## src/rtl/maze_query_arbiter.sv

```systemverilog
// Maze query arbiter: round-robin grant of up to four tile wall queries onto a
// single synchronous level-map ROM. Each granted query flows through a three
// stage pipeline (address, ROM read, response) carrying its requester ID so
// responses come back in grant order, one per cycle at most.
module maze_query_arbiter #(
    parameter int TILES_X = 28,
    parameter int TILES_Y = 36
) (
    input  logic        pclk,
    input  logic        rst_n,
    input  logic        en,
    input  logic [3:0]  req,
    input  logic [19:0] req_tx,
    input  logic [23:0] req_ty,
    output logic [3:0]  gnt,
    output logic [9:0]  rom_addr,
    input  logic        rom_data,
    output logic [3:0]  rsp_valid,
    output logic        rsp_wall,
    output logic        rsp_oob,
    output logic        busy
);

    logic [1:0] ptr_q, ptr_d;
    logic       gnt_any;
    logic [1:0] gnt_id;
    logic [1:0] cand;

    logic [4:0] sel_x;
    logic [5:0] sel_y;
    logic [9:0] sel_idx;
    logic       sel_oob;

    logic       s1_valid_q, s1_valid_d;
    logic [1:0] s1_id_q, s1_id_d;
    logic       s1_oob_q, s1_oob_d;
    logic [9:0] rom_addr_q, rom_addr_d;

    logic       s2_valid_q;
    logic [1:0] s2_id_q;
    logic       s2_oob_q;

    logic [3:0] rsp_valid_q, rsp_valid_d;
    logic       rsp_wall_q, rsp_wall_d;
    logic       rsp_oob_q, rsp_oob_d;

    // Round-robin search starting at the pointer; nothing is granted while
    // disabled or while reset is asserted.
    always_comb begin
        gnt_any = 1'b0;
        gnt_id  = 2'd0;
        cand    = 2'd0;
        if (rst_n && en) begin
            for (int k = 0; k < 4; k++) begin
                cand = ptr_q + 2'(k);
                if (!gnt_any && req[cand]) begin
                    gnt_any = 1'b1;
                    gnt_id  = cand;
                end
            end
        end
    end

    // Pick the winner's coordinates, form y*28+x by shifts and flag tiles
    // outside the maze so they read as walls without touching the ROM.
    always_comb begin
        sel_x   = req_tx[gnt_id*5 +: 5];
        sel_y   = req_ty[gnt_id*6 +: 6];
        sel_idx = 10'({sel_y, 5'b00000}) - 10'({sel_y, 2'b00}) + 10'(sel_x);
        sel_oob = (int'(sel_x) >= TILES_X) || (int'(sel_y) >= TILES_Y);
    end

    // Next-state for the pointer and the address stage; the address only
    // moves when a query is granted so an idle cycle leaves it untouched.
    always_comb begin
        ptr_d      = ptr_q;
        s1_valid_d = gnt_any;
        s1_id_d    = s1_id_q;
        s1_oob_d   = s1_oob_q;
        rom_addr_d = rom_addr_q;
        if (gnt_any) begin
            ptr_d      = gnt_id + 2'd1;
            s1_id_d    = gnt_id;
            s1_oob_d   = sel_oob;
            rom_addr_d = sel_oob ? 10'd0 : sel_idx;
        end
    end

    // Response stage: combine the ROM bit (or forced wall for out-of-bounds)
    // with the requester ID that travelled alongside the read.
    always_comb begin
        rsp_valid_d = 4'b0000;
        rsp_wall_d  = 1'b0;
        rsp_oob_d   = 1'b0;
        if (s2_valid_q) begin
            rsp_valid_d = 4'(4'b0001 << s2_id_q);
            rsp_wall_d  = s2_oob_q | rom_data;
            rsp_oob_d   = s2_oob_q;
        end
    end

    // All pipeline state; reset drops anything in flight.
    always_ff @(posedge pclk or negedge rst_n) begin
        if (!rst_n) begin
            ptr_q       <= 2'd0;
            s1_valid_q  <= 1'b0;
            s1_id_q     <= 2'd0;
            s1_oob_q    <= 1'b0;
            rom_addr_q  <= 10'd0;
            s2_valid_q  <= 1'b0;
            s2_id_q     <= 2'd0;
            s2_oob_q    <= 1'b0;
            rsp_valid_q <= 4'b0000;
            rsp_wall_q  <= 1'b0;
            rsp_oob_q   <= 1'b0;
        end else begin
            ptr_q       <= ptr_d;
            s1_valid_q  <= s1_valid_d;
            s1_id_q     <= s1_id_d;
            s1_oob_q    <= s1_oob_d;
            rom_addr_q  <= rom_addr_d;
            s2_valid_q  <= s1_valid_q;
            s2_id_q     <= s1_id_q;
            s2_oob_q    <= s1_oob_q;
            rsp_valid_q <= rsp_valid_d;
            rsp_wall_q  <= rsp_wall_d;
            rsp_oob_q   <= rsp_oob_d;
        end
    end

    assign gnt       = gnt_any ? 4'(4'b0001 << gnt_id) : 4'b0000;
    assign rom_addr  = rom_addr_q;
    assign rsp_valid = rsp_valid_q;
    assign rsp_wall  = rsp_wall_q;
    assign rsp_oob   = rsp_oob_q;
    assign busy      = s1_valid_q | s2_valid_q | (|rsp_valid_q);

endmodule

```

## config.mk

```make
export PLATFORM = sky130hd
export DESIGN_NAME = maze_query_arbiter
export DESIGN_NICKNAME = d
export VERILOG_FILES = /design/src/rtl/maze_query_arbiter.sv
export SDC_FILE = /design/constraint.sdc
export NUM_CORES = 1
export LEC_CHECK = 0
export BUFFER_PORTS_ARGS = -buffer_cell sky130_fd_sc_hd__buf_2
export CAP_MARGIN = 0
export CORE_UTILIZATION = 51
export DETAILED_ROUTE_END_ITERATION = 16
export PLACE_DENSITY = 0.82
export SLEW_MARGIN = 20
export SYNTH_ARGS = -nofsm -noshare
export SYNTH_HDL_FRONTEND = slang
export SYNTH_SLANG_ARGS = --single-unit
```

## constraint.sdc

```tcl
create_clock -name pclk -period 10.7 [get_ports pclk]
set_clock_uncertainty 0.15 [all_clocks]
set_input_delay 0.535 -clock pclk [delete_from_list [all_inputs] [get_ports pclk]]
set_output_delay 0.535 -clock pclk [all_outputs]
set_load 0.03 [all_outputs]
```

; After elaboration in Yosys (flattened, before gate mapping)
; Cells that the tools add are included.
[word_totals]
register_bits = 26
ramBits = 0
mem_count = 0
out_inout_bits = 21
input_bits = 52
latch_bits = 0
rom_bits = 0
[classes]
n_eq_ne = 0
mux = 26
bitwise = 3
reduce_logical = 9
shifts = 4
add_sub_neg = 6
n_lt_le_gt_ge = 6
n_div = 0
multipliers = 2
[op_table]
columns = operator, n
row1 = 24-bit by 6-bit indexed part select with 6-bit output, 1
row2 = 20-bit by 6-bit indexed part select with 5-bit output, 1
row3 = 1-bit two-way mux, 14
row4 = 2-bit by 3-bit less-than comparator with 1-bit output (second input constant), 4
row5 = 10-bit by 5-bit adder with 10-bit output, 1
row6 = 10-bit two-way mux, 1
row7 = 2-bit two-way mux, 5
row8 = 10-bit by 8-bit subtractor with 10-bit output, 1
row9 = 1-bit binary-select mux with 2-bit select, 4
row10 = 4-bit two-way mux, 2
row11 = 1-bit by 2-bit << shifter with 4-bit output (first input constant), 2
row12 = 6-bit >= comparator (second input constant), 1
row13 = 5-bit >= comparator (second input constant), 1
row14 = 2-bit by 3-bit multiplier with 5-bit output (second input constant), 1
row15 = 2-bit by 1-bit adder with 2-bit output (second input constant), 2
row16 = 2-bit adder (second input constant), 2
row17 = 1-bit logical AND, 4
row18 = 2-bit by 2-bit multiplier with 4-bit output (second input constant), 1
row19 = 4-bit OR reduction, 1
row20 = 1-bit zero test, 3
row21 = 1-bit OR, 3
row22 = 1-bit logical OR, 1

; Logic depth before layout (Yosys ltp)
; Gate-level depths: netlist of run 1.
[depth]
word_depth = 21
ltp_mapped = 15

; Least setup slack after synthesis of run 1
; OpenSTA, ideal clock, no wires.
[synth_path]
kind = in2reg
from = input port req[1]
to = register rom_addr_q[9] (netlist: rom_addr[9])
path_stages = 14
t_arrival_ps = 3320
path_buffers = 2
path_slack_ps = 7109
path_cell_list = nand4bb_2 -> a311oi_4 -> buf_6 -> buf_2 -> mux2i_1 -> nand2_1 -> nand2_1 -> inv_1 -> ha_1 -> and2_1 -> a32o_1 -> a311oi_1 -> xnor2_1 -> a22o_1
[synth_via]
elab_chain_cells = 21
word_cells_on_any_way = 37
[synth_lines]
columns = item, line_no
row1 = "start, declared", 12  ; input logic [3:0] req,
row2 = 1-bit binary-select mux with 2-bit select, 56  ; if (!gnt_any && req[cand]) begin
row3 = 1-bit two-way mux (implied by the code), 56
row4 = 1-bit two-way mux, 56
row5 = 1-bit two-way mux, 53  ; if (rst_n && en) begin
row6 = 1-bit zero test, 56
row7 = 1-bit logical AND, 56
row8 = 1-bit two-way mux, 56
row9 = 1-bit two-way mux, 53
row10 = [... 6 more ...], --
row11 = 2-bit two-way mux (*), 56
row12 = 2-bit two-way mux (*), 53
row13 = via gnt_id[1], 26  ; logic [1:0] gnt_id;
row14 = 2-bit by 2-bit multiplier with 4-bit output or 2-bit by 3-bit multiplier with 5-bit output (tied branches), "68, 67"
row15 = 24-bit by 6-bit indexed part select with 6-bit output or 20-bit by 6-bit indexed part select with 5-bit output (tied branches), "68, 67"
row16 = "10-bit by 8-bit subtractor with 10-bit output, or another cell as far along", 69  ; sel_idx = 10'({sel_y, 5'b00000}) - 10'({sel_y, 2'b00}) + 10'(sel_x);
row17 = 10-bit by 5-bit adder with 10-bit output or 1-bit logical OR (tied branches), "69, 70"
row18 = 10-bit two-way mux (*), 85  ; rom_addr_d = sel_oob ? 10'd0 : sel_idx;
row19 = "end signal, assigned", 121  ; rom_addr_q <= rom_addr_d;
row20 = "end, declared", 37  ; logic [9:0] rom_addr_q, rom_addr_d;
; The timed path passes the listed nets; every way through them passes the cells marked *. The select of a mux whose other input is x is not followed.
; A chain may end at the register's enable or synchronous reset.

; Worst setup path after layout of run 1
[layout_path]
from = input port rst_n
to = register rom_addr_q[9] (netlist: rom_addr[9])
[layout_via]
elab_chain_cells = 7
word_cells_on_any_way = 13
[layout_lines]
columns = item, line_no
row1 = "start, declared", 10  ; input logic rst_n,
row2 = 1-bit logical AND (*), 53
row3 = 2-bit two-way mux, 53
row4 = 2-bit by 2-bit multiplier with 4-bit output or 2-bit by 3-bit multiplier with 5-bit output (tied branches), "68, 67"
row5 = 24-bit by 6-bit indexed part select with 6-bit output or 20-bit by 6-bit indexed part select with 5-bit output (tied branches), "68, 67"
row6 = "10-bit by 8-bit subtractor with 10-bit output, or another cell as far along", 69
row7 = 10-bit by 5-bit adder with 10-bit output or 1-bit logical OR (tied branches), "69, 70"
row8 = 10-bit two-way mux, 85
; Mark *: on every way between the ends. The rest lies on a longest branch, timed or not.

==> results of run 1 <==
==> per-stage QoR <==
stage	setup WS (ns)	power, mW	utilization (%)	area [um^2]	hold WS [ns]
floorplan	7.11	0.229	-	1700	0.0894
global placement	6.06	0.265	67.4	2090	0.208
detailed placement	5.85	0.267	67.4	2090	0.213
CTS	6.19	0.314	68.6	2130	0.0587
global route	5.85	0.334	68.6	2130	0.0634
finish	6.23	0.313	68.6	2130	0.0410
==> flip-flops by register name (all words and copies together), names as in the netlist, 2 cells and up <==
signal / cells
ptr_q: 2
rom_addr: 10
rsp_valid: 4
s1_id_q: 2
s2_id_q: 2
==> power groups by stage <==
| stage | combinational (mW) | clock, mW | sequential [mW] |
|---|---|---|---|
| after floorplan | 0.0756 | 0 | 0.153 |
| after global placement | 0.132 | 0 | 0.132 |
| after detailed placement | 0.136 | 0 | 0.132 |
| after CTS | 0.136 | 0.0485 | 0.130 |
| after global routing | 0.147 | 0.0534 | 0.133 |
| final | 0.135 | 0.0479 | 0.131 |
==> worst max-delay path, stage by stage <==
cell and delay [ns]:
buf_2 0.45, nand2_1 0.21, a21o_1 0.40, a2111oi_4 0.87, inv_1 0.33, o21ai_0 0.34, ha_1 0.32, and2_1 0.18
a32o_1 0.28, a311oi_1 0.32, xnor2_1 0.11, a22o_1 0.20
==> placed cells by master, fill, tap and decap left out, types with 2 or more instances in the layout <==
| cell type | n |
|---|---|
| a311oi_1 | 2 |
| inv_1 | 7 |
| mux2i_1 | 14 |
| dfrtp_1 | 26 |
| o21a_1 | 2 |
| and2_1 | 6 |
| clkbuf_4 | 3 |
| a21oi_1 | 5 |
| a31oi_1 | 2 |
| nor2b_1 | 3 |
| nand2_1 | 18 |
| and3_1 | 2 |
| buf_2 | 72 |
| mux4_2 | 2 |
| a21o_1 | 2 |
| xnor2_1 | 5 |
| nor2_1 | 8 |
| mux2_2 | 2 |
| a22o_1 | 10 |
| a211oi_1 | 2 |
| a31o_2 | 2 |
| xor2_1 | 3 |
| mux4_1 | 2 |
| ha_1 | 8 |
==> final cells by class <==
type	count	area (um^2)
Fill cell	256	975
Timing Repair Buffer	73	368
Tap cell	44	55.1
Inverter	7	26.3
Sequential cell	26	651
Clock buffer	4	36.3
Multi-Input combinational cell	117	992
==> routing by layer <==
metal  part of all wire [%]  GRT usage, %  up-vias
met1                     44          26.0      641
met3                    5.2          1.52        2
met5                      0             0        -
met2                     51          39.5       56
met4                   0.40          6.98        0
li1                       -             -      708
==> path summary, 6_finish.rpt <==
check,start,to
max,rst_n,rom_addr[9]$_DFFE_PN0P_
max reg2reg,ptr_q[1]$_DFFE_PN0P_,rom_addr[9]$_DFFE_PN0P_
min in group pclk,s1_oob_q$_DFFE_PN0P_,s2_oob_q$_DFF_PN0_
min,rst_n,rsp_wall$_DFF_PN0_
min reg2reg,s1_oob_q$_DFFE_PN0P_,s2_oob_q$_DFF_PN0_
max in group asynchronous,rst_n,rom_addr[1]$_DFFE_PN0P_
==> kinds of logic after synthesis <==
family          Yosys count  share of synthesized area (%)
compound gates           34                           18.1
fa+ha+maj                 8                           5.88
simple gates             47                           14.9
buf+inv                  13                           3.53
xor+xnor                  8                           4.11
mux                      20                           15.3
flops                    26                           38.2
==> results.txt, run 1 <==
The flow ran to the end, and the final reports show no timing, DRC or antenna violations. After clock tree synthesis, the repair step resized 0 gates. The largest net degree at the start of global routing came out at 28.

The global-route total usage across every layer is 21.3%. The initial antenna violation count came out at 0. The power per standard cell area came out at 147 nW/um^2. For this design the total switching power over the nets is 0.118 mW. The largest total area in the synthesized netlist belongs to dfrtp_1. In the finished design, the share of the clock period the worst path needs comes to 41.8%. The share of the Yosys chip area taken by registers is 38.2%. The total of buffers placed on input and output ports came out at 72.

The count of warnings emitted by yosys came out at 0. The final-report hold violation count came out at 0. The part of the total power dissipated in combinational logic is 43.1%. In this run, synthesis produced a sequential element count of 26.

The part of the power in the clock network is 15.3%. In this run the deepest clock path goes through 2 buffers. In this run switching power makes up 37.6% of total power.

The internal power consumption came out at 0.195 mW. The achievable frequency came out at 0.224 GHz. The finished layout holds 271 standard cells, fillers aside. The post-synthesis instance area is 1700 um^2.

By area the synthesized netlist is led by dfrtp_1 (38%), mux2i_1 (8.2%), ha_1 (5.9%), a22o_1 (5.1%), nand2_1 (4.0%). By instance count, the leading cell after synthesis is dfrtp_1. The total number of vias is 1407. The depth of the most critical reg-to-reg path is 11. In this run the static leakage power is 1.08 nW. STA puts the critical path data arrival time at 4.54 ns. The floorplan die height came out at 59.8 um. Max-cap violations in this run came to 0. In this run the count of I/O pins placed on the die edge is 73. The maximum resistive drop on vdd came out at 0.0596 mV. The minimum period implied by the final worst setup slack came out at 4.47 ns. Counting flops with an async set or reset pin after synthesis yields a share of 100%. The worst setup path is captured at a flip-flop.

The post-detailed-route wirelength per cell is 12.9 um. The number of routed nets with antenna violations came out at 0. By count the netlist is led by dfrtp_1 (26), nand2_1 (18), mux2i_1 (14), a22o_1 (10). The total count of max-transition violations in the final report is 0. Setup repair after global routing left no endpoint under its margin. Summed over all layers, the global routing overflow is 0. The number of detailed-routing iterations run before antenna repair is 4. The mean cell area of the mapped netlist came out at 10.9 um^2. Clock tree synthesis inserted a total of 3 buffers. The number of placed instances, taps included is 267. The synthesized netlist net count came out at 216. The die is 59.8 um wide. Of the cells placed in the final design, the portion with a size suffix greater than 1 is 40.1%. The largest driver fanout on the critical path came out at 27. The number of clock sinks seen by CTS is 26. In this run the tightest slew margin relative to its limit is 31.9%. The floorplan die area came out at 3570 um^2. The worst setup path is of the in2reg kind. The wire length of the first global-routing pass is 5.81 mm. The element type at the critical path start is an input port. The distinct cell type count of the synthesized netlist came out at 43. The root buffer cell chosen for the clock tree is clkbuf_4. The total detailed-routing wirelength came out at 3.49 mm.

The number of global-route vias before repair came out at 1426. Registers are responsible for 41.7% of the overall power. The instance count of the mapped netlist came out at 156.

The count of hold buffers inserted by post-cts repair is 0. The area growth from synthesis to layout is 25.0%. In the synthesized netlist the dominant register cell turns out to be dfrtp_1. Routability-driven placement finished with a final weighted congestion of 0.956.

For the pin with the worst max-slew slack, the measured transition is 1.02 ns. The area share of the largest cell type after synthesis came out at 38.2%. The final number of setup-violating endpoints came out at 0.

After clock tree synthesis, the clock-pin slew on the worst setup and hold paths is 0.13 ns. The count of routing violations after the opening detailed-route iteration came out at 48. The number of cell rows came out at 20.

CTS built an H-tree with a depth of 1. For the final routed database, the setup TNS stands at 0 ns. The path class of the tightest hold or removal check is in2async.

For the worst-skew pair, the clock arrives at the later sink with an insertion delay of 0.31 ns. The initial cell density of the core is 54.9%. The wire-length estimate of the detail-placed layout is 2.78 mm.

The remaining design rule violation count is 0. The flop-to-flop setup slack is 6.64 ns. At the worst endpoint, the required time is 10.77 ns. The final-stage net count is 288. After floorplanning, the core was sized to cover 3100 um^2. The antenna diode instance count came out at 0. Dividing the detail-routed via count by the number of cells gives 5.19. The TritonCTS clock tree is built. The post-CTS setup repair buffer count came out at 0. The number of enable-type register cells in the synthesized netlist is 0.
(Power assumes the default switching activity.)
==> run 2: changes to the inputs <==
--- a/config.mk
+++ b/config.mk
@@ -7,9 +7,9 @@
 export LEC_CHECK = 0
 export BUFFER_PORTS_ARGS = -buffer_cell sky130_fd_sc_hd__buf_2
 export CAP_MARGIN = 0
-export CORE_UTILIZATION = 51
+export CORE_UTILIZATION = 43
 export DETAILED_ROUTE_END_ITERATION = 16
-export PLACE_DENSITY = 0.82
+export PLACE_DENSITY = 0.73
 export SLEW_MARGIN = 20
 export SYNTH_ARGS = -nofsm -noshare
 export SYNTH_HDL_FRONTEND = slang
==> constraint.sdc (replaced) <==
create_clock -name pclk -period 4 [get_ports pclk]
set_clock_uncertainty 0.15 [all_clocks]
set_input_delay 0.2 -clock pclk [delete_from_list [all_inputs] [get_ports pclk]]
set_output_delay 0.2 -clock pclk [all_outputs]
set_load 0.03 [all_outputs]
==> run 2 against run 1 <==
Clock power grew to 4.5 times the previous value. Sequential cell count stayed put. Wire length is 1.6% lower. Cell count is 3.7% higher. Non-clock buffer count is 6 higher. Global-route usage is 3.8 points lower. Highest routed layer unchanged. Die area is 18% higher. Combinational power grew to 2.7 times the previous value. Cell area is 4.2% higher. Clock-buffer cell count is 1 lower.
==> results.txt, run 2 (same netlist as run 1, synthesis figures left out) <==
The part of the total power dissipated in combinational logic came out at 39.3% (was 43.1%). The worst-skew pair later-pin latency is 0.27 ns (was 0.31 ns). The post-detailed-route wirelength per cell came out at 12.2 um (was 12.9 um).

The cell at the slowest stage of the critical path is dfrtp_1 (was a2111oi_4). The half-perimeter wire length of the detailed placement result came out at 2.77 mm (was 2.78 mm). The max-cap check violation count came out at 0 (unchanged). The remaining design rule violation count is 0 (unchanged).

The wire length of the first global-routing pass is 5.78 mm (was 5.81 mm). The initial antenna violation count is 0 (unchanged). The worst hold path begins at req_tx[5]. The count of routing violations after the opening detailed-route iteration came out at 59 (was 48). The number of routed nets with antenna violations came out at 0 (unchanged). The internal power consumption was 0.606 mW (was 0.195 mW). The post-route setup TNS came out at 0 ns (unchanged). The total detailed-routing wirelength came to 3.43 mm (was 3.49 mm).

The power spent charging and discharging nets is 0.320 mW (was 0.118 mW). The number of detailed-routing iterations run before antenna repair came out at 4 (unchanged). The critical path class was reg2reg (was in2reg). The floorplan die area came out at 4220 um^2 (was 3570 um^2).

The final number of setup-violating endpoints came out at 0 (unchanged). The final-stage net count is 294 (was 288). The floorplan die height is 64.9 um (was 59.8 um). The area of all placed cells without fillers was 2220 um^2 (was 2130 um^2). The largest net degree at the start of global routing came to 27 (was 28).

The global-route total usage across every layer is 17.6% (was 21.3%). The buffer type at the clock tree root is clkbuf_8 (was clkbuf_4). The routability congestion estimate from global placement is 0.883 (was 0.956). The largest driver fanout on the critical path was 17 (was 27).

The post-CTS setup repair buffer count was 0 (unchanged). The share of cells above drive strength 1 came out at 40.8% (was 40.1%). Along the worst hold path, the cell count comes to 3. Derived from the worst setup path, the maximum achievable clock frequency is 0.288 GHz. RSZ-0062 raised after global routing: false (unchanged). The kind of path behind the tightest hold check is in2reg (was in2async). The I/O pin count is 73 (unchanged).

The total count of max-transition violations in the final report came out at 0 (unchanged). The clock-pin transition on the worst setup and hold timing paths came out at 0.09 ns (was 0.13 ns). Run status: completed (unchanged). The vias per cell came out at 5.20 (was 5.19). The start point of the critical path is ptr_q[1]$_DFFE_PN0P_ (was rst_n).

The part of the power in the clock network came to 23.3% (was 15.3%). The total CTS buffers came out at 3 (unchanged). The initial cell density of the core came out at 45.8% (was 54.9%). The standard cell core area is 3720 um^2 (was 3100 um^2). The antenna diode instance count came to 0 (unchanged). The final critical-path setup slack is 0.522 ns (was 6.23 ns). The origin of the critical flop-to-flop path is ptr_q[1]$_DFFE_PN0P_ (unchanged). The max-slew headroom at the worst pin came out at 72.3% (was 31.9%). The total number of vias came out at 1462 (was 1407). The worst slack at placement came to 0.501 ns (was 5.85 ns). The maximum resistive drop on vdd is 0.147 mV (was 0.0596 mV). The number of global-route vias before repair was 1406 (was 1426). The final-report hold violation count came out at 0 (unchanged). The sequential share of power is 37.4% (was 41.7%). The area overhead of the layout relative to synthesis came to 30.3% (was 25.0%). The minimum period implied by the final worst setup slack is 3.48 ns. The power per standard cell area was 418 nW/um^2 (was 147 nW/um^2). The total of buffers placed on input and output ports came to 72 (unchanged). The number of buffers on the longest clock path is 2 (unchanged).

The cell area reported after detailed placement came out at 2130 um^2 (was 2090 um^2). The net switching fraction of the power is 34.6% (was 37.6%). The element type at the critical path start is a flip-flop (was input port).

The die extent in x came out at 64.9 um (was 59.8 um). The endpoint arrival time on the critical path is 3.49 ns (was 4.54 ns). The remaining global-route overflow came out at 0 (unchanged). The required time of the critical path came out at 4.02 ns (was 10.77 ns). The final clock period utilization by the worst path came out at 86.9%. The kind of capture point of the worst setup path is a flip-flop (unchanged). Most used cells in the layout excluding fill and tap cells: buf_2 (72), dfrtp_1 (26), nand2_1 (18) (unchanged). The depth of the most critical reg-to-reg path is 13 (was 11).

The number of flip-flops in the largest register came to 10 (unchanged). Among the stages of the critical path, the cell type that occurs most often is nand2_1. The highest cell delay on the worst timing path was 0.45 ns (was 0.87 ns).

The actual transition at the worst max-transition pin came out at 0.415 ns (was 1.02 ns). The most common cell after layout, fill and taps aside is buf_2 (unchanged). The TritonCTS clock tree was built (unchanged).

The number of clock sinks seen by CTS was 26 (unchanged). Worst path cell trace: nand4bb_2 -> a311oi_4 -> buf_4 -> mux2i_1 -> nand2_1 -> nand2_1 -> inv_1 -> ha_1 -> and2_1 -> a32o_1 -> a311oi_1 -> xnor2_1 -> a22o_1 (was buf_2 -> nand2_1 -> a21o_1 -> a2111oi_4 -> inv_1 -> o21ai_0 -> ha_1 -> and2_1 -> a32o_1 -> a311oi_1 -> xnor2_1 -> a22o_1). The static leakage power came to 1.12 nW (was 1.08 nW). The number of cell rows came out at 22 (was 20). The level count of the clock H-tree is 1 (unchanged).
==> run 2: changes by cell type in the layout (fill, tap and decap cells not counted), sizes merged <==
cell         before  now
buf              73   77
bufinv            0    1
clkbuf            4    3
dlygate4sd3       0    2
==> run 2: layer usage <==
layer	global-route usage, %	part of all wire, %	up-vias	wire, um
li1	-	-	720	-
met1	20.2	42	679	1440
met2	32.0	49	57	1700
met3	3.17	6.8	6	234
met4	6.67	1.8	0	63
met5	0	0	-	0
==> run 2: cell type report <==
cell class / count / area, um^2
fillers: 321 / 1500
repair buffers: 79 / 418
flip-flops and latches: 26 / 651
inverters: 7 / 26.3
clock buffers: 3 / 41.3
well taps: 48 / 60.1
multi-input cells: 117 / 992
clock inverters: 1 / 30.0
==> run 2: critical path: cells and delay by family, from the launching register on <==
kind / cells / cell delay [ns]
buffers and inverters: 2 / 0.35
adders and majority gates: 1 / 0.32
and+or+nand+nor: 4 / 0.65
DFF: 1 / 0.45
AOI/OAI and AO/OA: 4 / 1.13
muxes: 1 / 0.21
xor gates and xnor gates: 1 / 0.10
==> run 2: power groups by stage <==
stage / clock, mW / combinational [mW] / sequential [mW]
after floorplan: 0 / 0.202 / 0.410
after global placement: 0 / 0.360 / 0.351
after detailed placement: 0 / 0.366 / 0.351
after CTS: 0.219 / 0.367 / 0.348
after global routing: 0.230 / 0.397 / 0.354
final: 0.216 / 0.364 / 0.347
==> run 2: what timing repair did <==
item / 4_1_cts / 5_1_grt
hold endpoints to repair: 27 / 0
hold buffers: 2 / 0
gates resized for setup: 0 / 0
==> run 2: worst paths after layout <==
kind	slack (ns)	endpoint
max	0.52	rom_addr[9]$_DFFE_PN0P_
min	0.20	rom_addr[0]$_DFFE_PN0P_
max reg2reg	0.52	rom_addr[9]$_DFFE_PN0P_
min reg2reg	0.23	s2_id_q[0]$_DFF_PN0_
max in group asynchronous	3.15	rom_addr[7]$_DFFE_PN0P_
min in group asynchronous	0.31	rsp_wall$_DFF_PN0_
==> run 2: metrics by stage <==
step / total power, mW / hold slack, ns / instances / utilization [%]
after floorplan: 0.612 / -0.246 / 156 / -
after global placement: 0.711 / 0.0760 / 275 / 57.2
after detailed placement: 0.718 / 0.0808 / 275 / 57.2
after CTS: 0.934 / 0.199 / 281 / 59.7
after global routing: 0.982 / 0.210 / 281 / 59.7
final: 0.926 / 0.198 / 281 / 59.7
